$ cat src/rtl/trigger_ctrl_pkg.sv
// trigger_ctrl_pkg
// Shared definitions for trigger_arm_ctrl and its edge detector.
//   - State encodings and the state_t enum used by the shot FSM
//   - Host configuration address map for the three trigger levels
//   - Reset value of the captured pulse delay
package trigger_ctrl_pkg;

  localparam logic [2:0] ENC_IDLE    = 3'd0;
  localparam logic [2:0] ENC_FLUSH   = 3'd1;
  localparam logic [2:0] ENC_ARMED   = 3'd2;
  localparam logic [2:0] ENC_WAIT_T1 = 3'd3;
  localparam logic [2:0] ENC_DELAY   = 3'd4;
  localparam logic [2:0] ENC_DONE    = 3'd5;
  localparam logic [2:0] ENC_TIMEOUT = 3'd6;

  typedef enum logic [2:0] {
    ST_IDLE    = ENC_IDLE,
    ST_FLUSH   = ENC_FLUSH,
    ST_ARMED   = ENC_ARMED,
    ST_WAIT_T1 = ENC_WAIT_T1,
    ST_DELAY   = ENC_DELAY,
    ST_DONE    = ENC_DONE,
    ST_TIMEOUT = ENC_TIMEOUT
  } state_t;

  localparam logic [1:0] ADDR_LVL_A = 2'd1;
  localparam logic [1:0] ADDR_LVL_B = 2'd2;
  localparam logic [1:0] ADDR_LVL_C = 2'd3;

  // "No shot completed yet" marker for delay_out.
  localparam logic [15:0] DELAY_OUT_RST = 16'hFFFF;

endpackage

$ cat src/rtl/trig_edge_det.sv
// trig_edge_det
// One-cycle history register with combinational rise/fall decode.
// Ports:
//   clk, rst : clock, asynchronous active-high reset (history clears to 0)
//   sig      : level input from trigger_gen
//   rise     : sig is 1 now and was 0 last cycle
//   fall     : sig is 0 now and was 1 last cycle
module trig_edge_det (
  input  logic clk,
  input  logic rst,
  input  logic sig,
  output logic rise,
  output logic fall
);

  logic hist;

  always_ff @(posedge clk or posedge rst) begin
    if (rst) begin
      hist <= 1'b0;
    end else begin
      hist <= sig;
    end
  end

  assign rise = sig & ~hist;
  assign fall = ~sig & hist;

endmodule

$ cat src/rtl/trigger_arm_ctrl.sv
// trigger_arm_ctrl
// Shot sequencer and level-register owner for trigger_gen.
// Ports:
//   clk, rst        : 125 MHz ADC clock, asynchronous active-high reset
//   cfg_wrt/addr/data : host level writes (1=a, 2=b, 3=c), accepted only when idle
//   timeout_lim     : shot timeout in cycles, 0 disables
//   arm, abort      : single-cycle host commands
//   trigger0/1      : progress inputs from trigger_gen
//   pulse_delay     : measured delay from trigger_gen, captured on trigger1 rise
//   trig_enable     : enable to trigger_gen
//   trig_level_arr  : {level_c, level_b, level_a}
//   busy            : FSM not in IDLE
//   done            : one-cycle shot-complete pulse
//   timed_out       : sticky timeout flag, cleared by an accepted arm
//   delay_out       : pulse_delay of the last completed shot
//   shot_cnt        : completed shot count (wraps)
//   state_dbg       : current FSM state encoding for observation
//
// Handshake: arm/abort/cfg_wrt are single-cycle strobes sampled on the clock
// edge; there is no ready back-pressure, a command is either acted on in the
// cycle it is sampled or dropped (arm while busy, cfg_wrt while busy).
module trigger_arm_ctrl
  import trigger_ctrl_pkg::*;
#(
  parameter int FLUSH_CYCLES  = 4,
  parameter int TIMEOUT_WIDTH = 32
) (
  input  logic                     clk,
  input  logic                     rst,
  input  logic                     cfg_wrt,
  input  logic [1:0]               cfg_addr,
  input  logic [15:0]              cfg_data,
  input  logic [TIMEOUT_WIDTH-1:0] timeout_lim,
  input  logic                     arm,
  input  logic                     abort,
  input  logic                     trigger0,
  input  logic                     trigger1,
  input  logic [15:0]              pulse_delay,
  output logic                     trig_enable,
  output logic [47:0]              trig_level_arr,
  output logic                     busy,
  output logic                     done,
  output logic                     timed_out,
  output logic [15:0]              delay_out,
  output logic [15:0]              shot_cnt,
  output logic [2:0]               state_dbg
);

  // Width holds 0..FLUSH_CYCLES-1; +1 keeps FLUSH_CYCLES=1 at one bit.
  localparam int FC_W = $clog2(FLUSH_CYCLES + 1);
  localparam logic [FC_W-1:0] FLUSH_LAST = FC_W'(FLUSH_CYCLES - 1);

  state_t                   state;
  logic [FC_W-1:0]          flush_cnt;
  logic [TIMEOUT_WIDTH-1:0] to_cnt;
  logic [TIMEOUT_WIDTH-1:0] to_inc;
  logic                     to_hit;
  logic [15:0]              level_a, level_b, level_c;
  logic                     t0_rise, t1_rise, t1_fall;
  logic                     unused_t0_fall;

  trig_edge_det u_edge_t0 (
    .clk  (clk),
    .rst  (rst),
    .sig  (trigger0),
    .rise (t0_rise),
    .fall (unused_t0_fall)
  );

  trig_edge_det u_edge_t1 (
    .clk  (clk),
    .rst  (rst),
    .sig  (trigger1),
    .rise (t1_rise),
    .fall (t1_fall)
  );

  // The count the timer will hold after this edge; the timeout fires on the
  // edge where that count reaches the limit.
  assign to_inc = to_cnt + 1'b1;
  assign to_hit = (timeout_lim != '0) && (to_inc == timeout_lim);

  assign busy           = (state != ST_IDLE);
  assign state_dbg      = state;
  assign trig_level_arr = {level_c, level_b, level_a};

  always_ff @(posedge clk or posedge rst) begin
    if (rst) begin
      state       <= ST_IDLE;
      flush_cnt   <= '0;
      to_cnt      <= '0;
      level_a     <= '0;
      level_b     <= '0;
      level_c     <= '0;
      trig_enable <= 1'b0;
      done        <= 1'b0;
      timed_out   <= 1'b0;
      delay_out   <= DELAY_OUT_RST;
      shot_cnt    <= '0;
    end else begin
      done <= 1'b0;

      // Writes in the same cycle as an accepted arm still land, so the shot
      // runs with the new level.
      if (cfg_wrt && (state == ST_IDLE)) begin
        case (cfg_addr)
          ADDR_LVL_A: level_a <= cfg_data;
          ADDR_LVL_B: level_b <= cfg_data;
          ADDR_LVL_C: level_c <= cfg_data;
          default:    ;
        endcase
      end

      case (state)
        ST_IDLE: begin
          trig_enable <= 1'b0;
          if (arm && !abort) begin
            state     <= ST_FLUSH;
            flush_cnt <= '0;
            to_cnt    <= '0;
            timed_out <= 1'b0;
          end
        end

        ST_FLUSH: begin
          if (abort) begin
            state <= ST_IDLE;
          end else if (flush_cnt == FLUSH_LAST) begin
            state       <= ST_ARMED;
            trig_enable <= 1'b1;
          end else begin
            flush_cnt <= flush_cnt + 1'b1;
          end
        end

        ST_ARMED, ST_WAIT_T1, ST_DELAY: begin
          to_cnt <= to_inc;
          if (abort) begin
            state       <= ST_IDLE;
            trig_enable <= 1'b0;
          end else if ((state == ST_ARMED) && t0_rise && t1_rise) begin
            state     <= ST_DELAY;
            delay_out <= pulse_delay;
          end else if ((state == ST_ARMED) && t0_rise) begin
            state <= ST_WAIT_T1;
          end else if ((state == ST_WAIT_T1) && t1_rise) begin
            state     <= ST_DELAY;
            delay_out <= pulse_delay;
          end else if ((state == ST_DELAY) && t1_fall) begin
            state       <= ST_DONE;
            done        <= 1'b1;
            shot_cnt    <= shot_cnt + 1'b1;
            trig_enable <= 1'b0;
          end else if (to_hit) begin
            state       <= ST_TIMEOUT;
            timed_out   <= 1'b1;
            trig_enable <= 1'b0;
          end
        end

        ST_DONE, ST_TIMEOUT: begin
          state       <= ST_IDLE;
          trig_enable <= 1'b0;
        end

        default: begin
          state       <= ST_IDLE;
          trig_enable <= 1'b0;
        end
      endcase
    end
  end

endmodule

$ cat config.mk
export PLATFORM = sky130hd
export DESIGN_NAME = trigger_arm_ctrl
export DESIGN_NICKNAME = d
export VERILOG_FILES = /design/src/rtl/trigger_ctrl_pkg.sv /design/src/rtl/trig_edge_det.sv /design/src/rtl/trigger_arm_ctrl.sv
export SDC_FILE = /design/constraint.sdc
export NUM_CORES = 1
export LEC_CHECK = 0
export CORE_MARGIN = 5
export CORE_UTILIZATION = 30
export DETAILED_ROUTE_END_ITERATION = 10
export GPL_ROUTABILITY_DRIVEN = 1
export SETUP_SLACK_MARGIN = 0.5
export SLEW_MARGIN = 20
export SYNTH_ARGS = -nofsm -noshare
export SYNTH_HDL_FRONTEND = slang
export SYNTH_SLANG_ARGS = --single-unit
$ cat constraint.sdc
create_clock -name clk -period 5.41 [get_ports clk]
set_clock_uncertainty 0.1 [all_clocks]
set_input_delay 1.082 -clock clk [delete_from_list [all_inputs] [get_ports clk]]
set_output_delay 1.082 -clock clk [all_outputs]
set_load 0.01 [all_outputs]
==> flow_metrics.env <==
export IMPL_status="finished, final reports clean"
export IMPL_worstPathMaxFanout=7
export IMPL_yosysWarnings=0
export IMPL_finalPower_mw=4.202
export IMPL_powerDensity_nw_per_um2=480.4
export IMPL_synth_nets=663
export IMPL_cts_sinks=123
export IMPL_syn2layout_area_growth_pct=40.21
export IMPL_required_ns=5.60
export IMPL_peakVddDrop_mv=0.2738
export IMPL_rsz0062_at_grt="false"
export IMPL_p_leak_nw=3.468
export IMPL_wl_per_cell_um=16.22
export IMPL_slew_headroom=0.2628
export IMPL_end_kind="register"
export IMPL_post_cts_buffers=0
export IMPL_worstPathArrival_ns=4.16
export IMPL_worst_r2r_endpoint="state_dbg[0]"
export IMPL_cts_buffers_inserted=17
export IMPL_grt_overflow=0
export IMPL_num_vias=5043
export IMPL_critPathKind="register to register"
export IMPL_hold_violations=0
export IMPL_cts_hold_fix_buffers=0
export IMPL_io_buffer_count=159
export IMPL_grt_first_pass_wirelength_um=27230
export IMPL_report_final_setup_viol=0
export IMPL_drc=0
export IMPL_multiInputGateArea_um2=3009
export IMPL_maxCapViolations=0
export IMPL_finalMaxSlewViolations=0
export IMPL_cts_tree="built"
export IMPL_power_frac_clock=0.285
export IMPL_tightestPinTransition_ns=1.100
export IMPL_coreArea_um2=20360
export IMPL_r2r_slack_ns=1.44
export IMPL_register_area_um2=3098
export IMPL_start_util=0.3063
export IMPL_seqPwrFrac=0.341
export IMPL_io_pins=160
export IMPL_reg2reg_depth=10
export IMPL_cts_resized=0
export IMPL_dp_cells=996
export IMPL_cts_buffer_depth=2
export IMPL_syn_area_per_cell_um2=10.65
export IMPL_synth_distinct_cells=52
export IMPL_vias_per_cell=4.906
export IMPL_hold_path_cell_count=1
export IMPL_final_common_cell="clkdlybuf4s50_1"
export IMPL_swShare=0.3282
export IMPL_grt_max_degree=67
export IMPL_root_buffer="clkbuf_16"
export IMPL_fin_nets=822
export IMPL_synthFlopType="dfrtp_1"
export IMPL_ys_async_sr_fraction=1.000
export IMPL_placed_area_um2=8127
export IMPL_p_comb_frac=0.373
export IMPL_hp_class="register to register"
export IMPL_drt_iter0_drc=218
export IMPL_tns_ns=0
export IMPL_fillers=1947
export IMPL_layout_common_cells="clkdlybuf4s50_1, dfrtp_1, mux2_2"
export IMPL_max_freq_mhz=251.7
export IMPL_path_clk_slew_ns=0.06
export IMPL_wl_um=16670
export IMPL_intPower_mw=2.823
export IMPL_final_util=0.4295
export IMPL_synth_seq_cells=123
export IMPL_ant_nets=0
export IMPL_p_switching_mw=1.379
export IMPL_synth_edf_count=0
export IMPL_syn_instance_count=586
export IMPL_timing_final_crit_share=0.7345
export IMPL_fp_dieW_um=154.2
export IMPL_ys_seq_area_frac=0.4966
export IMPL_core_rowCount=52
export IMPL_dr_pass1_iters=5
export IMPL_timing_rr_start="to_cnt[0]"
export IMPL_gp_congestion=0.8675
export IMPL_fp_dieH_um=154.2
export IMPL_grt_pass1_vias=5185
export IMPL_final_cell_area_um2=8747
export IMPL_cts_max_level=4
export IMPL_cp_endpoint="state_dbg[0]"
export IMPL_clk_latency_ns=0.41
export IMPL_drive_above_1_share=0.1675
export IMPL_antenna_found_initial=0
export IMPL_dieArea_um2=23780
export IMPL_worst_setup_path_start_kind="register"
export IMPL_grtUsageTotal=0.1422
export IMPL_netlist_area_um2=6238
export IMPL_dp_hpwl_um=11890
export IMPL_crit_start="to_cnt[0]"
export IMPL_diodes=0
export IMPL_stdcell_count=1028
export IMPL_min_period_ns=3.974
[flip-flops by register name, summed over array words and instances, names as in the netlist]
signal	count
level_b	16
state_dbg	3
shot_cnt	16
timed_out	1
level_c	16
u_edge_t0.hist	1
trig_enable	1
delay_out	16
done	1
level_a	16
to_cnt	32
u_edge_t1.hist	1
flush_cnt	3
[cell families (layout without fill, tap and decap cells)]
family / Yosys count / count (layout) / synth area share
DFF: 123 / 123 / 0.4966
adders and majority gates: 4 / 4 / 0.008023
buffers and inverters: 34 / 206 / 0.02226
muxes: 72 / 72 / 0.1294
xor gates and xnor gates: 60 / 60 / 0.08424
AOI/OAI and AO/OA: 105 / 105 / 0.1049
and+or+nand+nor: 188 / 188 / 0.1546
[power by group through the flow]
stage / Clock (mW) / Sequential (mW) / Combinational, mW
after floorplan: 0 / 1.55 / 0.665
after global placement: 0 / 1.44 / 1.58
after detailed placement: 0 / 1.45 / 1.58
after CTS: 1.24 / 1.44 / 1.59
after global routing: 1.28 / 1.48 / 1.72
final: 1.20 / 1.43 / 1.57
[Yosys cell counts, types with 2 or more instances]
cell / n / area [um^2]
a211oi_1: 2 / 15.01
a21oi_1: 14 / 70.07
nand2_1: 46 / 172.7
clkbuf_1: 20 / 75.07
dfrtp_1: 107 / 2678
and2_1: 3 / 18.77
nand2b_1: 3 / 18.77
nor4_1: 15 / 93.84
or4_1: 4 / 30.03
or3_1: 3 / 18.77
nor3b_1: 3 / 22.52
and2_0: 2 / 12.51
mux2_2: 68 / 765.7
a21o_1: 3 / 22.52
xor2_1: 17 / 148.9
nand4_1: 19 / 118.9
xnor2_1: 43 / 376.6
nand3_1: 23 / 115.1
inv_1: 9 / 33.78
o211ai_1: 5 / 37.54
nor2_1: 41 / 153.9
and4_1: 2 / 17.52
a31oi_1: 3 / 18.77
o31ai_1: 12 / 90.09
nand4b_1: 4 / 35.03
dfstp_2: 16 / 420.4
and3_1: 8 / 50.05
ha_1: 4 / 50.05
o22ai_1: 2 / 12.51
nor3_1: 9 / 45.04
o21ai_0: 52 / 260.3
mux2i_1: 3 / 30.03
buf_2: 2 / 10.01
[worst max-delay path: stages, from the launching register on]
cell       delay (ns)
dfrtp_1          0.42
ha_1             0.30
nand3_1          0.23
or4_1            0.64
or3_1            0.48
xor2_1           0.17
o211ai_1         0.09
a2111o_1         0.44
a2111oi_4        0.46
o311ai_1         0.17
mux2_1           0.33
[how the worst min path moves through the flow]
stage	startpoint	end	slack, ns
floorplan	flush_cnt[2]	flush_cnt[2]	0.35
global placement	shot_cnt[15]	shot_cnt[15]	0.36
detailed placement	shot_cnt[15]	shot_cnt[15]	0.37
CTS	shot_cnt[15]	shot_cnt[15]	0.38
global route	shot_cnt[15]	shot_cnt[15]	0.38
finish	shot_cnt[15]	shot_cnt[15]	0.37
[through the flow]
stage | worst slack, ns | hold slack [ns]
after floorplan | 0.9836 | 0.3498
after global placement | 1.292 | 0.3639
after detailed placement | 1.189 | 0.3671
after CTS | 1.409 | 0.3752
after global routing | 1.157 | 0.3814
final | 1.436 | 0.3732
[area by class of cell]
cell class	count	share of cell area
flip-flops and latches	123	0.3542
multi-input cells	429	0.3440
repair buffers	164	0.1877
clock buffers	17	0.04863
well taps	270	0.03862
clock inverters	15	0.02231
inverters	10	0.004577
[layer usage]
layer / share of wire / GRT usage
met5: 0 / 0
met4: 0.021 / 0.04542
met1: 0.45 / 0.1840
met3: 0.097 / 0.06734
met2: 0.43 / 0.2105
Note: power is estimated with default switching activity, not from simulation.
